[src/rtl/rsa_pkg.sv]
// Shared definitions for the RSA datapath: operand widths, iteration count,
// cycle-counter width and the exponentiation controller state encoding.
package rsa_pkg;

   localparam int OP_W   = 16;
   localparam int ITER_N = 16;
   localparam int IDX_W  = $clog2(ITER_N);
   localparam int CYC_W  = 10;

   typedef enum logic [2:0] {
      IDLE,
      SQR,
      MUL,
      NEXT,
      DONE
   } state_t;

endpackage

[src/rtl/mod_mult.sv]
// Interleaved shift-add modular multiplier: p = a*b mod n.
// A start pulse loads the operands (issue cycle), then 16 iterations walk b
// MSB first, so every product takes exactly 17 cycles regardless of values.
// done is high during the final iteration cycle; p holds the result afterwards.
// Operand a must already be reduced (a < n) for the result to stay below n.
module mod_mult
   import rsa_pkg::*;
(
   input  logic            clk,
   input  logic            rst_n,
   input  logic            start,
   input  logic [OP_W-1:0] a,
   input  logic [OP_W-1:0] b,
   input  logic [OP_W-1:0] n,
   output logic [OP_W-1:0] p,
   output logic            done
);

   logic [OP_W-1:0]  a_q;
   logic [OP_W-1:0]  b_q;
   logic [OP_W-1:0]  n_q;
   logic [IDX_W-1:0] iter;
   logic             running;
   logic [OP_W:0]    dbl;
   logic [OP_W:0]    dbl_red;
   logic [OP_W:0]    sum;
   logic [OP_W-1:0]  p_next;

   // One iteration: double and reduce, then conditionally add a and reduce.
   // Both partial values stay below 2n, so 17 bits never overflow.
   always_comb begin
      dbl     = {p, 1'b0};
      dbl_red = (dbl >= {1'b0, n_q}) ? dbl - {1'b0, n_q} : dbl;
      sum     = dbl_red + (b_q[OP_W-1] ? {1'b0, a_q} : '0);
      p_next  = OP_W'((sum >= {1'b0, n_q}) ? sum - {1'b0, n_q} : sum);
   end

   assign done = running && (iter == IDX_W'(ITER_N - 1));

   // Operand capture on issue, then 16 iterations shifting b left each cycle.
   always_ff @(posedge clk) begin
      if (!rst_n) begin
         a_q     <= '0;
         b_q     <= '0;
         n_q     <= '0;
         p       <= '0;
         iter    <= '0;
         running <= 1'b0;
      end else if (start) begin
         a_q     <= a;
         b_q     <= b;
         n_q     <= n;
         p       <= '0;
         iter    <= '0;
         running <= 1'b1;
      end else if (running) begin
         p    <= p_next;
         b_q  <= {b_q[OP_W-2:0], 1'b0};
         iter <= iter + 1'b1;
         if (iter == IDX_W'(ITER_N - 1)) begin
            running <= 1'b0;
         end
      end
   end

endmodule

[src/rtl/rsa_decrypt.sv]
// RSA decryption core: m = c^d mod n by left-to-right square-and-multiply
// over all 16 exponent bits. Products are chained with no idle gap: the
// first square is issued on the start edge, a MUL issues in its own first
// cycle, and NEXT issues the following square, so the total latency is
// 17*(16 + popcount(d)) + 1 cycles. The accumulator lives in the multiplier's
// result register, which is fed straight back as the next operand.
module rsa_decrypt
   import rsa_pkg::*;
(
   input  logic             clk,
   input  logic             rst_n,
   input  logic             start,
   input  logic [OP_W-1:0]  c,
   input  logic [OP_W-1:0]  d,
   input  logic [OP_W-1:0]  n,
   output logic [OP_W-1:0]  m,
   output logic             finish,
   output logic             busy,
   output logic             err,
   output logic [CYC_W-1:0] cycles
);

   state_t           state;
   logic [OP_W-1:0]  c_q;
   logic [OP_W-1:0]  d_q;
   logic [OP_W-1:0]  n_q;
   logic [IDX_W-1:0] idx;
   logic [CYC_W-1:0] cyc_cnt;
   logic             issued;
   logic             op_valid;
   logic             mm_start;
   logic [OP_W-1:0]  mm_a;
   logic [OP_W-1:0]  mm_b;
   logic [OP_W-1:0]  mm_n;
   logic [OP_W-1:0]  mm_p;
   logic             mm_done;

   assign op_valid = (n >= OP_W'(2)) && (c < n);

   // Multiplier issue control: the first square (1*1) uses the live inputs on
   // the start edge; later products reuse the previous result as operand a.
   always_comb begin
      mm_start = 1'b0;
      mm_a     = mm_p;
      mm_b     = mm_p;
      mm_n     = n_q;
      case (state)
         IDLE: begin
            mm_start = start && op_valid;
            mm_a     = OP_W'(1);
            mm_b     = OP_W'(1);
            mm_n     = n;
         end
         MUL: begin
            mm_start = !issued;
            mm_b     = c_q;
         end
         NEXT: begin
            mm_start = (idx != '0);
         end
         default: begin
            mm_start = 1'b0;
         end
      endcase
   end

   mod_mult u_mod_mult (
      .clk   (clk),
      .rst_n (rst_n),
      .start (mm_start),
      .a     (mm_a),
      .b     (mm_b),
      .n     (mm_n),
      .p     (mm_p),
      .done  (mm_done)
   );

   // Exponentiation controller with registered status outputs.
   always_ff @(posedge clk) begin
      if (!rst_n) begin
         state   <= IDLE;
         c_q     <= '0;
         d_q     <= '0;
         n_q     <= '0;
         idx     <= '0;
         cyc_cnt <= '0;
         issued  <= 1'b0;
         m       <= '0;
         finish  <= 1'b0;
         busy    <= 1'b0;
         err     <= 1'b0;
         cycles  <= '0;
      end else begin
         case (state)
            IDLE: begin
               if (start) begin
                  c_q  <= c;
                  d_q  <= d;
                  n_q  <= n;
                  busy <= 1'b1;
                  if (op_valid) begin
                     state   <= SQR;
                     idx     <= IDX_W'(ITER_N - 1);
                     cyc_cnt <= CYC_W'(1);
                     issued  <= 1'b0;
                  end else begin
                     state  <= DONE;
                     finish <= 1'b1;
                     err    <= 1'b1;
                     m      <= '0;
                     cycles <= CYC_W'(1);
                  end
               end
            end
            SQR: begin
               cyc_cnt <= cyc_cnt + 1'b1;
               if (mm_done) begin
                  state  <= d_q[idx] ? MUL : NEXT;
                  issued <= 1'b0;
               end
            end
            MUL: begin
               cyc_cnt <= cyc_cnt + 1'b1;
               issued  <= 1'b1;
               if (mm_done) begin
                  state  <= NEXT;
                  issued <= 1'b0;
               end
            end
            NEXT: begin
               cyc_cnt <= cyc_cnt + 1'b1;
               if (idx != '0) begin
                  idx   <= idx - 1'b1;
                  state <= SQR;
               end else begin
                  state  <= DONE;
                  finish <= 1'b1;
                  err    <= 1'b0;
                  m      <= mm_p;
                  cycles <= cyc_cnt + 1'b1;
               end
            end
            DONE: begin
               finish <= 1'b0;
               busy   <= 1'b0;
               state  <= IDLE;
            end
            default: begin
               state <= IDLE;
            end
         endcase
      end
   end

endmodule

[config.mk]
export PLATFORM = sky130hd
export DESIGN_NAME = rsa_decrypt
export DESIGN_NICKNAME = d
export VERILOG_FILES = /design/src/rtl/rsa_pkg.sv /design/src/rtl/mod_mult.sv /design/src/rtl/rsa_decrypt.sv
export SDC_FILE = /design/constraint.sdc
export NUM_CORES = 1
export LEC_CHECK = 0
export CAP_MARGIN = 0
export CORE_MARGIN = 2
export CORE_UTILIZATION = 59
export DETAILED_ROUTE_END_ITERATION = 16
export GPL_TIMING_DRIVEN = 0
export PLACE_DENSITY = 0.81
export SYNTH_ARGS = -nofsm -noshare
export SYNTH_HDL_FRONTEND = slang
export SYNTH_SLANG_ARGS = --single-unit
[constraint.sdc]
create_clock -name clk -period 7.2 [get_ports clk]
set_input_delay 1.44 -clock clk [delete_from_list [all_inputs] [get_ports clk]]
set_output_delay 1.44 -clock clk [all_outputs]
set_load 0.05 [all_outputs]
==> results_dict.tcl <==
set metrics [dict create \
    switching_share_pct 46.1 \
    worst_pin_slew_ns 0.866 \
    post-route-period-util_pct 94.7 \
    reg2regPathDepth 27 \
    power_density_nw_per_um2 428 \
    place.gp.congestion 0.987 \
    cts_tree "yes" \
    clkPwrFrac_pct 18.6 \
    tns_ns 0 \
    yosys_warnings 0 \
    start_util_pct 60.6 \
    rsz0062_at_grt "false" \
    reg2reg_from "u_mod_mult.p[10]" \
    status "finished, final reports clean" \
    synth-main-ff-cell "dfxtp_1" \
    via_per_inst 6.22 \
    antenna_found_initial 0 \
    slew_viol_final 0 \
    fillers 1325 \
    finalSetupViolCount 0 \
    crit_path_start_kind "register" \
    num_rows 46 \
    drt-initial-drc-count 898 \
    arrival_ns 7.18 \
    pin_count 80 \
    min_to "n_q[9]" \
    final_common_cell "nand2_1" \
    dr_total_vias 9570 \
    design_power_total_mw 4.87 \
    synth_seq_cells 164 \
    grt_max_degree 17 \
    numCtsBuffers 17 \
    critPathKind "register to register" \
    hold_viol_final 0 \
    syn_area_um2 9700 \
    clock.fmax_ghz 0.147 \
    cap_viol_max_count 0 \
    antenna_cells 0 \
    drc_errors 0 \
    port_buffers 79 \
    hp-start "n_q[9]" \
    drt_first_pass_iters 5 \
    relSlewSlack_pct 41.8 \
    pre_cts_ws_ns 0.494 \
    worst_slack_ns 0.381 \
    min_path_cells 2 \
    synthCells 1212 \
    ir_drop_v 0.000242 \
    clock_skew_ns 0.00664 \
    clk_path_buf_depth 2 \
    synth_area_per_cell_um2 8.00 \
    wire_per_inst_um 18.2 \
    synth_edf_count 0 \
    cp.required_ns 7.56 \
    worstSetupEndpointType "register" \
    htreeDepth 4 \
    p_leak_nw 4.46 \
    die_h_um 132 \
    intPower_mw 2.62 \
    hp-class "register to register" \
    async_flop_share_pct 0 \
    cts_root_buf "clkbuf_16" \
    die_w_um 132 \
    fin_crit_ns 6.82 \
    whs_ns 0.458 \
    ctsHoldBuffers 0 \
    reg2reg_to "u_mod_mult.p[3]" \
    post-dp-hpwl_um 20800 \
    p_switching_mw 2.25 \
    synth.net_count 1333 \
    synth.distinct_cells 76 \
    grt_pass1_wl_um 45300 \
    antenna_left 0 \
    grt_pass1_vias 8999 \
    drive_above_1_share_pct 5.37 \
    coreArea_um2 16000 \
    post_cts_buffers 0 \
    cp_max_fo 10 \
    seq_area_frac_synth_pct 33.8 \
    num-nets-final 1431 \
    p_seq_share_pct 22.1 \
    grt_overflow 0 \
    final_cell_mix "nand2_1 (196), dfxtp_1 (164), a21oi_1 (115)" \
    post-route-util_pct 71.0 \
    grtUsageTotal_pct 32.0 \
    areaGrowthSynthToFinish_pct 17.1 \
    clock-sinks 164 \
    combPwrFrac_pct 59.2 \
    clock_latency_ns 0.44 \
    path_clk_slew_ns 0.07 \
    reg2reg_slack_ns 0.38 \
    die_area_um2 17500 \
    wl_um 28000 \
]
[worst max path at each step]
stage	from	to	slack, ns	cells past startpoint
finish	u_mod_mult.p[10]	u_mod_mult.p[3]	0.38	27
global route	u_mod_mult.p[10]	u_mod_mult.p[1]	0.04	26
CTS	u_mod_mult.p[13]	u_mod_mult.p[3]	0.44	26
detailed placement	u_mod_mult.p[13]	u_mod_mult.p[3]	0.49	26
global placement	u_mod_mult.p[13]	u_mod_mult.p[3]	0.49	26
floorplan	u_mod_mult.n_q[11]	u_mod_mult.p[12]	1.91	27
[metal layers]
layer  routed length, um  up-vias  track usage, %
met5                   0        -               0
met4                 967        0            12.4
met3                2270       74            6.65
met2               12100      464            48.9
met1               12600     4466            44.5
li1                    -     4566               -
[timing repair]
action / 4_1_cts / 5_1_grt
resized for setup: 0 / 3
endpoints found under the hold margin: 0 / 0
endpoints found under the setup margin: 0 / 10
[sequential cells by signal, summed over array words and instances, names as in the netlist, 3 cells and up]
signal           cells
state                3
u_mod_mult.a_q      16
n_q                 16
u_mod_mult.p        16
m                   16
cycles              10
u_mod_mult.iter      4
c_q                 16
u_mod_mult.n_q      16
d_q                 16
u_mod_mult.b_q      16
idx                  4
cyc_cnt             10
[power groups by stage]
| stage | sequential (mW) | clock (mW) | combinational (mW) |
|---|---|---|---|
| floorplan | 1.05 | 0 | 2.14 |
| global placement | 1.09 | 0 | 2.69 |
| detailed placement | 1.09 | 0 | 2.74 |
| CTS | 1.07 | 0.910 | 2.77 |
| global route | 1.08 | 0.956 | 3.14 |
| finish | 1.08 | 0.908 | 2.88 |
[area by class of cell]
class,count,area [um2],share of cell area (%)
plain buffers,66,274,2.41
flip-flops and latches,164,3280,28.9
clock inverters,13,148,1.30
repair buffers,79,791,6.96
multi-input cells,927,5960,52.5
well taps,216,270,2.38
clock buffers,18,429,3.78
inverters,55,206,1.82
[worst max-delay path: stages (launching register included)]
cell and delay [ns]:
dfxtp_1 0.58, ha_1 0.37, a21o_1 0.24, a311oi_1 0.27, o21ai_1 0.15, o221ai_2 0.37, nand2_1 0.26, clkbuf_1 0.28
nand3_1 0.14, o21ai_0 0.14, ha_1 0.34, nand2_1 0.07, or3b_1 0.37, a31oi_1 0.34, a21o_1 0.17, a21oi_1 0.07
xnor2_1 0.39, ha_1 0.35, nand2_1 0.18, nor2_1 0.06, nand3_1 0.08, nand2_1 0.10, o41ai_2 0.38, and2_1 0.20
buf_2 0.24, buf_2 0.28, nand3_1 0.11, a31oi_1 0.20
[metrics by stage]
| step | cells | instance area [um2] |
|---|---|---|
| 6_report | 1538 | 11400 |
| 5_1_grt | 1538 | 11400 |
| 4_1_cts | 1538 | 11300 |
| 3_5_place_dp | 1507 | 10800 |
| 3_3_place_gp | 1507 | 10800 |
| 2_1_floorplan | 1212 | 9700 |
[cell usage after synthesis (5+ instances only)]
| cell | number | area [um2] |
|---|---|---|
| nand2_1 | 196 | 736 |
| clkbuf_1 | 54 | 203 |
| buf_2 | 6 | 30.0 |
| o21ai_1 | 13 | 65.1 |
| o21a_1 | 11 | 82.6 |
| and2_1 | 22 | 138 |
| a211oi_1 | 23 | 173 |
| a21oi_1 | 115 | 576 |
| o21ai_0 | 42 | 210 |
| nor3_1 | 20 | 100 |
| a22o_1 | 29 | 254 |
| o211ai_1 | 8 | 60.1 |
| xnor2_1 | 28 | 245 |
| o31ai_1 | 5 | 37.5 |
| nand4_1 | 10 | 62.6 |
| a21o_1 | 19 | 143 |
| nor2_1 | 84 | 315 |
| o21bai_1 | 5 | 37.5 |
| a311oi_1 | 33 | 289 |
| xor2_1 | 12 | 105 |
| or2_2 | 6 | 37.5 |
| nor2b_1 | 21 | 131 |
| nand3_1 | 44 | 220 |
| inv_1 | 54 | 203 |
| dfxtp_1 | 164 | 3280 |
| mux4_2 | 5 | 113 |
| a22oi_1 | 14 | 105 |
| a31oi_1 | 25 | 156 |
| ha_1 | 67 | 838 |
[cells by family (layout without fill, tap and decap cells)]
family,count (synthesis),count (layout),share of synthesized area (%)
compound gates,371,371,25.5
xor+xnor,42,42,4.09
fa+ha+maj,70,70,9.26
buf+inv,121,231,4.95
flops,164,164,33.8
mux,12,12,1.93
simple gates,432,432,20.4
(Power assumes the default switching activity.)
